**src/rtl/ariane_pkg.sv**
```systemverilog
// Shared types and elaboration helpers for the Ariane tile wakeup controller.
package ariane_pkg;

  typedef enum logic [1:0] {
    WAKE_WAIT    = 2'd0,
    WAKE_RELEASE = 2'd1,
    WAKE_RUN     = 2'd2,
    WAKE_HOLD    = 2'd3
  } wake_state_e;

  typedef enum logic [1:0] {
    WAKE_COUNT           = 2'd0,
    WAKE_EVENT           = 2'd1,
    WAKE_COUNT_AND_EVENT = 2'd2
  } wake_mode_e;

  function automatic int unsigned max3(input int unsigned a, input int unsigned b,
                                       input int unsigned c);
    int unsigned m;
    m = a;
    if (b > m) m = b;
    if (c > m) m = c;
    return m;
  endfunction

  // Wide enough to hold the largest terminal count of any phase.
  function automatic int unsigned wake_cnt_width(input int unsigned wake_cycles,
                                                 input int unsigned hold_cycles,
                                                 input int unsigned sync_stages);
    return $clog2(max3(wake_cycles, hold_cycles, sync_stages) + 1);
  endfunction

endpackage

```
**src/rtl/ariane_wakeup_ctrl_sync_chain.sv**
```systemverilog
// Single-bit multi-flop synchronizer with asynchronous active-low clear to 0.
module sync_chain #(
  parameter int unsigned Stages = 2
) (
  input  logic clk_i,
  input  logic reset_l,
  input  logic d_i,
  output logic q_o
);

  logic [Stages-1:0] sync_d, sync_q;

  always_comb begin
    sync_d = {sync_q[Stages-2:0], d_i};
  end

  always_ff @(posedge clk_i or negedge reset_l) begin
    if (!reset_l) begin
      sync_q <= '0;
    end else begin
      sync_q <= sync_d;
    end
  end

  assign q_o = sync_q[Stages-1];

endmodule

```
**src/rtl/ariane_wakeup_ctrl.sv**
```systemverilog
// Per-tile core reset sequencer: waits for SRAM init and/or an L15 wake event,
// then releases a synchronized core reset and gates synchronized interrupts.
module ariane_wakeup_ctrl
  import ariane_pkg::*;
#(
  parameter int unsigned WakeMode   = 0,
  parameter int unsigned WakeCycles = 32768,
  parameter int unsigned SyncStages = 2,
  parameter int unsigned NrIrq      = 2,
  parameter int unsigned HoldCycles = 16
) (
  input  logic             clk_i,
  input  logic             reset_l,
  input  logic             wake_evt_i,
  input  logic             soft_rst_req_i,
  input  logic [NrIrq-1:0] irq_async_i,
  input  logic             ipi_async_i,
  input  logic             time_irq_async_i,
  input  logic             debug_req_async_i,
  output logic             core_rst_no,
  output logic [NrIrq-1:0] irq_o,
  output logic             ipi_o,
  output logic             time_irq_o,
  output logic             debug_req_o,
  output logic [1:0]       state_o,
  output logic             wake_done_o
);

  localparam int unsigned     CntW     = wake_cnt_width(WakeCycles, HoldCycles, SyncStages);
  localparam logic [CntW-1:0] CntMax   = '1;
  localparam logic [CntW-1:0] WakeLast = (WakeCycles == 0) ? '0 : CntW'(WakeCycles - 1);
  localparam logic [CntW-1:0] RelLast  = CntW'(SyncStages - 1);
  localparam logic [CntW-1:0] HoldLast = CntW'(HoldCycles - 1);
  localparam wake_mode_e      Mode     = wake_mode_e'(WakeMode[1:0]);

  if (SyncStages < 2) begin : g_bad_sync_stages
    $error("ariane_wakeup_ctrl: SyncStages must be at least 2");
  end
  if (HoldCycles < SyncStages) begin : g_bad_hold_cycles
    $error("ariane_wakeup_ctrl: HoldCycles must be >= SyncStages");
  end
  if (WakeMode > 2) begin : g_bad_wake_mode
    $error("ariane_wakeup_ctrl: WakeMode must be 0, 1 or 2");
  end

  wake_state_e     state_q, state_d;
  logic [CntW-1:0] cnt_q, cnt_d;
  logic            evt_sticky_q, evt_sticky_d;
  logic            count_ok, evt_seen, wake_ok;

  // The counter saturates above WakeLast, so once met the count condition stays met.
  always_comb begin
    count_ok = (cnt_q >= WakeLast);
    evt_seen = wake_evt_i | evt_sticky_q;
    case (Mode)
      WAKE_EVENT:           wake_ok = wake_evt_i;
      WAKE_COUNT_AND_EVENT: wake_ok = count_ok & evt_seen;
      default:              wake_ok = count_ok;
    endcase
  end

  always_comb begin
    state_d      = state_q;
    evt_sticky_d = 1'b0;
    case (state_q)
      WAKE_WAIT: begin
        if (wake_ok) begin
          state_d = WAKE_RELEASE;
        end else begin
          evt_sticky_d = evt_seen;
        end
      end
      WAKE_RELEASE: begin
        if (cnt_q == RelLast) state_d = WAKE_RUN;
      end
      WAKE_RUN: begin
        if (soft_rst_req_i) state_d = WAKE_HOLD;
      end
      WAKE_HOLD: begin
        if (cnt_q == HoldLast) state_d = WAKE_RELEASE;
      end
      default: state_d = WAKE_WAIT;
    endcase

    if (state_d != state_q) begin
      cnt_d = '0;
    end else if ((state_q != WAKE_RUN) && (cnt_q != CntMax)) begin
      cnt_d = cnt_q + CntW'(1);
    end else begin
      cnt_d = cnt_q;
    end
  end

  always_ff @(posedge clk_i or negedge reset_l) begin
    if (!reset_l) begin
      state_q      <= WAKE_WAIT;
      cnt_q        <= '0;
      evt_sticky_q <= 1'b0;
    end else begin
      state_q      <= state_d;
      cnt_q        <= cnt_d;
      evt_sticky_q <= evt_sticky_d;
    end
  end

  // Core reset asserts asynchronously with reset_l but always releases through the chain.
  logic rst_chain_in;
  assign rst_chain_in = (state_q == WAKE_RELEASE) || (state_q == WAKE_RUN);

  sync_chain #(.Stages(SyncStages)) u_rst_sync (
    .clk_i  (clk_i),
    .reset_l(reset_l),
    .d_i    (rst_chain_in),
    .q_o    (core_rst_no)
  );

  logic [NrIrq-1:0] irq_sync;
  logic             ipi_sync, time_irq_sync, debug_req_sync;

  for (genvar i = 0; i < NrIrq; i++) begin : g_irq_sync
    sync_chain #(.Stages(SyncStages)) u_irq_sync (
      .clk_i  (clk_i),
      .reset_l(reset_l),
      .d_i    (irq_async_i[i]),
      .q_o    (irq_sync[i])
    );
  end

  sync_chain #(.Stages(SyncStages)) u_ipi_sync (
    .clk_i  (clk_i),
    .reset_l(reset_l),
    .d_i    (ipi_async_i),
    .q_o    (ipi_sync)
  );

  sync_chain #(.Stages(SyncStages)) u_time_irq_sync (
    .clk_i  (clk_i),
    .reset_l(reset_l),
    .d_i    (time_irq_async_i),
    .q_o    (time_irq_sync)
  );

  sync_chain #(.Stages(SyncStages)) u_debug_req_sync (
    .clk_i  (clk_i),
    .reset_l(reset_l),
    .d_i    (debug_req_async_i),
    .q_o    (debug_req_sync)
  );

  // Gating by core_rst_no keeps interrupts captured during reset from reaching the core.
  assign irq_o       = irq_sync & {NrIrq{core_rst_no}};
  assign ipi_o       = ipi_sync & core_rst_no;
  assign time_irq_o  = time_irq_sync & core_rst_no;
  assign debug_req_o = debug_req_sync & core_rst_no;

  assign state_o     = state_q;
  assign wake_done_o = (state_q == WAKE_RUN);

endmodule

```
**config.mk**
```make
export PLATFORM = sky130hd
export DESIGN_NAME = ariane_wakeup_ctrl
export DESIGN_NICKNAME = d
export VERILOG_FILES = /design/src/rtl/ariane_pkg.sv /design/src/rtl/ariane_wakeup_ctrl_sync_chain.sv /design/src/rtl/ariane_wakeup_ctrl.sv
export SDC_FILE = /design/constraint.sdc
export NUM_CORES = 1
export LEC_CHECK = 0
export ABC_AREA = 1
export BUFFER_PORTS_ARGS = -buffer_cell sky130_fd_sc_hd__buf_2
export CAP_MARGIN = 20
export CORE_MARGIN = 4
export CORE_UTILIZATION = 55
export CTS_BUF_LIST = sky130_fd_sc_hd__clkbuf_2 sky130_fd_sc_hd__clkbuf_4 sky130_fd_sc_hd__clkbuf_8
export CTS_CLUSTER_DIAMETER = 50
export DETAILED_ROUTE_END_ITERATION = 8
export HOLD_SLACK_MARGIN = 0.03
export PLACE_DENSITY = 0.84
export SYNTH_ARGS = -nofsm -noshare
export SYNTH_HDL_FRONTEND = slang
export SYNTH_SLANG_ARGS = --single-unit
```
**constraint.sdc**
```tcl
create_clock -name clk_i -period 2.4 [get_ports clk_i]
set_clock_uncertainty 0.1 [all_clocks]
set_input_delay 0.12 -clock clk_i [delete_from_list [all_inputs] [get_ports clk_i]]
set_output_delay 0.12 -clock clk_i [all_outputs]
set_load 0.03 [all_outputs]
```
**Yosys cells after proc, flatten, opt, wreduce, memory -nomap -nowiden**

Cells that the tools add are included.

- Register bits after elaboration: 30
- Input bits: 9
- Output and inout port bits: 9
- Logic and storage cells: 33

- Add/sub/neg operators: 1
- Magnitude comparators: 1
- Eq/ne operators: 8
- Multiplexer cells: 7
- Bitwise operators: 4
- Reduce and logical (&&, ||, !) cells: 4

Operators by type and width:

| kind | count |
|---|---|
| $mux 16 | 2 |
| $add 16x1->16 const B | 1 |
| $eq 16x1->1 const B | 1 |
| $eq 16x4->1 const B | 1 |
| $ge 16x15->1 const B | 1 |
| $ne 16x16->1 const B | 1 |
| $mux 2 | 4 |
| $pmux 2 s4 | 1 |
| $eq 2x2->1 const B | 2 |
| $and 1x1->1 | 3 |
| $and 2x2->2 | 1 |
| $eq 2x1->1 const B | 1 |
| $logic_not 2->1 | 1 |
| $ne 2x2->1 | 1 |
| $ne 2x2->1 const B | 1 |
| $reduce_bool 2->1 | 1 |
| $logic_and 1x1->1 | 1 |
| $logic_or 1x1->1 | 1 |

**Logic depth before layout (Yosys ltp)**

Gate-level depths: netlist (run 1).

- Word-level depth: 5
- Mapped depth: 15
- Depth with buffers taken out: 14

**Hierarchy**

Synthesis (run 1) repeated with hierarchy kept, for this count alone.

- Cells, all modules: 199
- Area, all modules: 1615.3 µm²

By module, submodules not included:

| module | instances | cells an instance | area each (µm²) | sequential area each (µm²) |
|---|---|---|---|---|
| ariane_wakeup_ctrl | 1 | 187 | 1315.0 | 450.4 |
| sync_chain | 6 | 2 | 50.0 | 50.0 |

**Worst setup path after synthesis (run 1)**

Ideal clock, no wire load.

- Path type: reg2reg
- Start point: register state_q[0] (netlist: state_o[0])
- End point: register cnt_q[8]
- Setup time: 0.069 ns
- Arrival: 2.076 ns
- Required time: 2.231 ns
- Slack: 0.155 ns
- Cell stages (with the launch flop): 15
- Buffers on the path: 1
- Period minus slack after synthesis: 2.245 ns
- Cells stage by stage: dfrtp_1 -> inv_1 -> ha_1 -> inv_1 -> nor2_1 -> nor3_1 -> nand2_1 -> nand2_1 -> nand2_1 -> nand2_1 -> nand2_1 -> inv_2 -> nand2_4 -> buf_12 -> nor2_2

- Cells in the longest elaborated chain, start to end: 4
- Elaborated cells between the ends (all ways): 14
- Classes of those cells: 5 x eq/ne; 6 x mux; 3 x reduce/logical

Ends and longest elaborated chain:

| item | line | text |
|---|---|---|
| from (decl) | ariane_wakeup_ctrl.sv:46 | `wake_state_e state_q, state_d;` |
| from (signal assigned) | ariane_wakeup_ctrl.sv:100 | `state_q <= state_d;` |
| $eq 2x2->1 * | - |  |
| named net wake_done_o | ariane_wakeup_ctrl.sv:26 | `output logic wake_done_o` |
| $pmux 2 s4 * | ariane_wakeup_ctrl.sv:65 | `case (state_q)` |
| $ne 2x2->1 * | ariane_wakeup_ctrl.sv:85 | `if (state_d != state_q) begin` |
| $mux 16 / $reduce_bool 2->1 (equally long branches) | - |  |
| to (signal assigned) | ariane_wakeup_ctrl.sv:101 | `cnt_q <= cnt_d;` |
| to (decl) | ariane_wakeup_ctrl.sv:47 | `logic [CntW-1:0] cnt_q, cnt_d;` |

Mark *: on every way through the listed nets, which the timed path passes. The rest lies on a longest branch.
A chain may end at the register's enable or synchronous reset.

**Final worst setup path (run 1)**

- Start point: register state_q[0] (netlist: state_o[0])
- End point: register cnt_q[13]

- Cells in the longest elaborated chain, start to end: 4
- Elaborated cells between the ends (all ways): 14
- Classes of those cells: 5 x eq/ne; 6 x mux; 3 x reduce/logical

Ends and longest elaborated chain:

| item | line |
|---|---|
| $eq 2x2->1 (tied with other cells) | ariane_wakeup_ctrl.sv:65 |
| $pmux 2 s4 | ariane_wakeup_ctrl.sv:65 |
| $ne 2x2->1 | ariane_wakeup_ctrl.sv:85 |
| $mux 16 / $reduce_bool 2->1 (equally long branches) | - |

Parallel ways exist; a longest one is shown, timed or not.

==> results of run 1 <==
-- tightest hold or removal path: cells and delay by family --
family,cells,cell delay [ns]
buf+inv,2,0.14
simple gates,5,0.32
-- sequential cells by signal, indices dropped and copies added (netlist names) --
register	cells
u_rst_sync.sync_q	2
cnt_q	16
u_ipi_sync.sync_q	2
state_o	2
u_time_irq_sync.sync_q	2
u_debug_req_sync.sync_q	2
g_irq_sync.u_irq_sync.sync_q	4
-- per-layer routing --
metal	vias up	part of all wire [%]
met5	-	0
met4	0	2.5
met3	7	4.6
met2	30	49
met1	603	44
li1	653	-
-- final timing paths --
kind,from,endpoint,slack [ns],depth (start not counted)
min in group asynchronous,reset_l,g_irq_sync[0].u_irq_sync.sync_q[1],0.28,2
worst max-delay path,state_o[0],cnt_q[13],0.27,13
worst min-delay path,soft_rst_req_i,state_o[0],0.19,7
max in group asynchronous,reset_l,state_o[0],1.47,2
worst max register to register,state_o[0],cnt_q[13],0.27,13
worst min register to register,u_debug_req_sync.sync_q[0],u_debug_req_sync.sync_q[1],0.25,0
-- power groups by stage --
stage | combinational, mW | sequential [mW] | clock [mW]
after floorplan | 0.000350 | 0.525 | 0
after global placement | 0.0152 | 0.525 | 0
after detailed placement | 0.0158 | 0.526 | 0
after CTS | 0.0232 | 0.516 | 0.282
after global routing | 0.0260 | 0.517 | 0.301
final | 0.0227 | 0.516 | 0.271
-- cell families (layout without fill, tap and decap cells) --
family | after synthesis | count (layout) | synth area share (%)
simple gates | 114 | 114 | 32.4
flops | 30 | 30 | 46.8
buf+inv | 27 | 55 | 7.33
xor+xnor | 11 | 11 | 6.01
fa+ha+maj | 7 | 7 | 5.46
compound gates | 5 | 5 | 1.95
-- timing repair --
action,in CTS,in global routing
resized for setup,0,1
endpoints found under the hold margin,35,0
hold buffers,6,0
setup endpoints to repair,0,1
-- cell usage in the layout, fill, tap and decap left out --
cell	Yosys	final
xnor2_1	1	1
dfrtp_2	0	1
ha_1	7	7
inv_1	25	25
o21ai_2	1	1
clkinv_2	0	2
o21ai_0	2	2
nor2_1	32	32
a21oi_1	1	1
dlygate4sd3_1	0	6
nor2_2	12	12
dfrtp_1	30	29
nand3_1	11	11
xor2_1	10	10
buf_2	0	16
nor2_4	1	1
inv_2	1	1
a21o_1	1	1
nor3_1	4	4
nand2_4	1	1
nand2_1	46	46
nand3_2	3	3
clkbuf_4	0	5
nor4_1	1	1
nand4_1	3	3
-- per-stage QoR --
| step | std cells | cell area (um^2) |
|---|---|---|
| after global placement | 240 | 1700 |
| after global routing | 253 | 1810 |
| after detailed placement | 240 | 1700 |
| after floorplan | 194 | 1600 |
| after CTS | 253 | 1810 |
| final | 253 | 1810 |
-- layout make-up --
| cell class | instances | share of cell area [%] |
|---|---|---|
| sequential | 30 | 41.5 |
| multi-input combinational | 137 | 40.6 |
| clock buffer | 5 | 2.07 |
| tap | 31 | 2.14 |
| clock inverter | 2 | 0.552 |
| timing repair buffer | 22 | 7.73 |
| inverter | 26 | 5.39 |
==> run summary, run 1 <==
status: complete, no violations
Yosys cell types: 21
CP max stage delay: 0.48 ns
Reg area: 752 um^2
setup repair bufs after CTS: 0
Ys Warns: 0
P_int: 629 uW
Starting Density: 57.7%
LEAKAGE: 0.976 nW
gp weighted congestion: 0.865
Initial DRC Count: 36
pin count of the biggest net entering global routing: 31
Reg clk slew, reported paths: 0.09 ns
Final Hold Vio Count: 0
CP Cell Sequence: inv_1 -> ha_1 -> inv_1 -> nor2_1 -> nor3_1 -> nand2_1 -> nand2_1 -> nand2_1 -> nand2_1 -> nand2_1 -> inv_2 -> nand2_4 -> nor2_1
max-slew violations: 0
top-area cell type share of the netlist area: 46.8%
Clock Path Buffers: 2
global-route wire length before repair: 5.34 mm
Crit-path slowest cell: dfrtp_2
WHS: 0.191 ns
min Tclk post-route: 2.13 ns
RSZ-0062 raised after global routing: false
WL final: 2.96 mm
Worst slew margin: 57.1%
number of vias per cell: 5.11
multi-input combinational cell area: 736 um^2
Net Sw Frac: 22.3%
Cells after Synth: 194
most common cell in the netlist: nand2_1
die span in y: 62.0 um
Inserted Clock Buffers: 5
Area Growth Syn to Fin: 12.9%
pre-CTS setup slack: 0.336 ns
Seq pwr share: 63.7%
met2 Use GR: 30.8%
Worst-Margin Slew: 0.644 ns
Bufs and invs on worst path: 3
vias in the first global route: 1204
GRT Max-Usage Layer: met2
DPL Wire Length: 2.07 mm
CTS Root Cell: clkbuf_4
layout cells sized above 1: 19.4%
IO Pins: 18
htree depth: 2
clock latency on the worst-skew pair: 0.33 ns
antenna violations before repair: 0
DR WL/cell: 11.7 um
met3 Use GR: 5.58%
Synth area leader: dfrtp_1
maximum clock frequency: 469 MHz
GR Overflow Total: 0
clock sinks: 30
DR pass1 iterations: 4
Netlist Area Pre-Place: 0.00160 mm^2
Req. time, crit path: 2.51 ns
CP arrival: 2.24 ns
Layout fillers: 232
syn nets: 210
top_reg_cell synth: dfrtp_1
Combinational Power Share: 2.8%
Design Power: 810 uW
CP most frequent cell: nand2_1
Final WS setup: 0.267 ns
Setup crit end kind: flop
hold crit path type: in2reg
aggregate global-route resource usage: 19.6%
final net count: 238
top cells by count, synth: nand2_1, nor2_1, dfrtp_1
Ant. Diodes: 0
Clock Power Share: 33.5%
number of nets with antenna violations after routing: 0
Synth Area per Inst: 8.27 um^2
residual DRC count: 0
# setup viols final: 0
FF+latch count, synth: 30
final setup TNS: 0 ns
CP Max Fanout: 14
Critical Setup Path Class: reg2reg
EDFF count, synth: 0
fraction of registers with async set/reset: 100%
CP delay by family, top: simple AND/OR/NAND/NOR gates
Synth area leaders: dfrtp_1, nand2_1, nor2_1
Die W: 62.0 um
final core utilization: 65.1%
Max-Cap Viols: 0
FP Rows: 19
area of the core: 0.00278 mm^2
die area: 0.00384 mm^2
met1 usage: 25.5%
register area share after synthesis: 46.8%
I/O Buffers: 16
Sw Pwr: 181 uW
kind of start point of the critical path: flop
Max VDD drop: 0.000515 V
fin crit share: 88.9%
power per cell area: 447 mW/mm^2
DR vias: 1293
TritonCTS clock tree: built
(Power assumes the default switching activity.)
==> run 2: changes to the inputs <==
==> constraint.sdc (replaced) <==
create_clock -name clk_i -period 2.3 [get_ports clk_i]
set_clock_uncertainty 0.1 [all_clocks]
set_input_delay 0.115 -clock clk_i [delete_from_list [all_inputs] [get_ports clk_i]]
set_output_delay 0.115 -clock clk_i [all_outputs]
set_load 0.03 [all_outputs]
==> run 2 against run 1 <==
- first-iteration DRC count grew 28%
- highest routed layer unchanged
- sequential power grew 4.3%
- non-clock buffer count grew 1
- via count shrank 3.5%
- cell count grew 0.40%
- flip-flop and latch count is the same
- core utilization grew 0.22 points
- critical path depth shrank 2
- wire length shrank 2.7%
- cell area grew 0.34%
- setup slack lost 0.0049 ns
- fmax grew 4.7%
==> run summary, run 2 (synthesized netlist as in run 1, its figures left out) <==
Layout fillers: 238
power per cell area: 462 mW/mm^2
Clock Path Buffers: 2
Net Sw Frac: 22.0%
aggregate global-route resource usage: 19.4%
antenna violations before repair: 0
RSZ-0062 raised after global routing: false
Critical Setup Path Class: reg2reg
GR Overflow Total: 0
Worst slew margin: 56.5%
DPL Wire Length: 2.02 mm
largest registers: cnt_q: 16 flops, g_irq_sync.u_irq_sync.sync_q: 4 flops
I/O Buffers: 16
vias in the first global route: 1227
Combinational Power Share: 2.8%
DR WL/cell: 11.4 um
hold crit path type: in2reg
Clock Power Share: 33.2%
Die W: 62.0 um
number of nets with antenna violations after routing: 0
area of the core: 0.00278 mm^2
gp weighted congestion: 0.872
fin crit share: 88.6%
pin count of the biggest net entering global routing: 31
largest reg by FF count: cnt_q
FF-to-FF path depth: 11
htree depth: 2
# setup viols final: 0
WHS: 0.158 ns
Seq pwr share: 64.0%
maximum clock frequency: 491 MHz
layout cells sized above 1: 19.3%
die area: 0.00384 mm^2
Crit-path slowest cell: dfrtp_1
min Tclk post-route: 2.04 ns
TritonCTS clock tree: built
CP arrival: 2.16 ns
DR vias: 1248
Max VDD drop: 0.000567 V
Req. time, crit path: 2.42 ns
CP max stage delay: 0.45 ns
clock sinks: 30
Max-Cap Viols: 0
WHS Path Cells: 7
Sw Pwr: 185 uW
max reg flops: 16
Starting Density: 57.7%
final setup TNS: 0 ns
Area Growth Syn to Fin: 13.3%
leading cell types in the layout, fill and taps excluded: nand2_1, nor2_1, dfrtp_1, inv_1, buf_2
die span in y: 62.0 um
Setup crit end kind: flop
Worst-Margin Slew: 0.653 ns
DR pass1 iterations: 4
CP Max Fanout: 9
number of vias per cell: 4.91
CTS Root Cell: clkbuf_4
IO Pins: 18
global-route wire length before repair: 5.26 mm
LEAKAGE: 0.983 nW
final net count: 239
FP Rows: 19
Initial DRC Count: 46
WL final: 2.88 mm
kind of start point of the critical path: flop
post-CTS resize count: 0
status: complete, no violations
max-slew violations: 0
most common cell after layout, fill and taps aside: nand2_1
clock latency on the worst-skew pair: 0.33 ns
Final Hold Vio Count: 0
Inserted Clock Buffers: 5
CP Cell Sequence: ha_1 -> nand3_2 -> nor2_1 -> nand3_2 -> nor2_2 -> nor2_4 -> nand2_1 -> nor2_1 -> nand3_1 -> nor2_1 -> nor2_1
Ant. Diodes: 0
CP most frequent cell: nor2_1
residual DRC count: 0
P_int: 656 uW
Reg clk slew, reported paths: 0.09 ns
run 2: path summary, 6_finish.rpt:
check	start	endpoint	slack [ns]
max in group asynchronous	reset_l	state_o[1]	1.42
worst max register to register	cnt_q[0]	cnt_q[7]	0.26
worst max-delay path	cnt_q[0]	cnt_q[7]	0.26
min in group asynchronous	reset_l	cnt_q[15]	0.26
worst min register to register	u_ipi_sync.sync_q[0]	u_ipi_sync.sync_q[1]	0.25
worst min-delay path	soft_rst_req_i	state_o[0]	0.16
run 2: layer usage:
layer / routed length [um] / vias to the layer above / track usage, %
met5: 0 / - / 0
met4: 46 / 0 / 7.88
met3: 132 / 6 / 7.44
met2: 1380 / 23 / 31.2
met1: 1320 / 567 / 23.4
li1: - / 652 / -
run 2: timing repair:
item,in CTS,in global routing
hold buffers,6,0
buffers inserted,0,0
hold endpoints to repair,35,0
run 2: critical path, delay by kind of cell, from the launching register on:
| kind | cells | cell delay (ns) |
|---|---|---|
| DFF | 1 | 0.45 |
| and+or+nand+nor | 10 | 1.13 |
| adders and majority gates | 1 | 0.25 |
run 2: final cells by class:
class | count | area [um^2] | area share (%)
clock inverters | 2 | 10.0 | 0.551
well taps | 31 | 38.8 | 2.13
inverters | 26 | 97.6 | 5.37
repair buffers | 23 | 148 | 8.12
clock buffers | 5 | 37.5 | 2.06
flip-flops and latches | 30 | 751 | 41.3
multi-input cells | 137 | 736 | 40.5
run 2: power by group through the flow:
stage | Clock [mW] | Combinational [mW] | Sequential (mW)
2_1_floorplan | 0 | 0.000365 | 0.548
3_3_place_gp | 0 | 0.0157 | 0.548
3_5_place_dp | 0 | 0.0163 | 0.549
4_1_cts | 0.290 | 0.0242 | 0.538
5_1_grt | 0.316 | 0.0279 | 0.539
6_report | 0.279 | 0.0238 | 0.538
run 2: through the flow:
stage               utilization, %  worst slack, ns  power [mW]  cells  cell area (um^2)
global route                  65.4            0.111       0.882    254              1820
global placement              61.5            0.339       0.564    241              1710
CTS                           65.4            0.268       0.852    254              1820
finish                        65.4            0.262       0.841    254              1820
floorplan                        -           0.0555       0.548    194              1600
detailed placement            61.5            0.286       0.565    241              1710
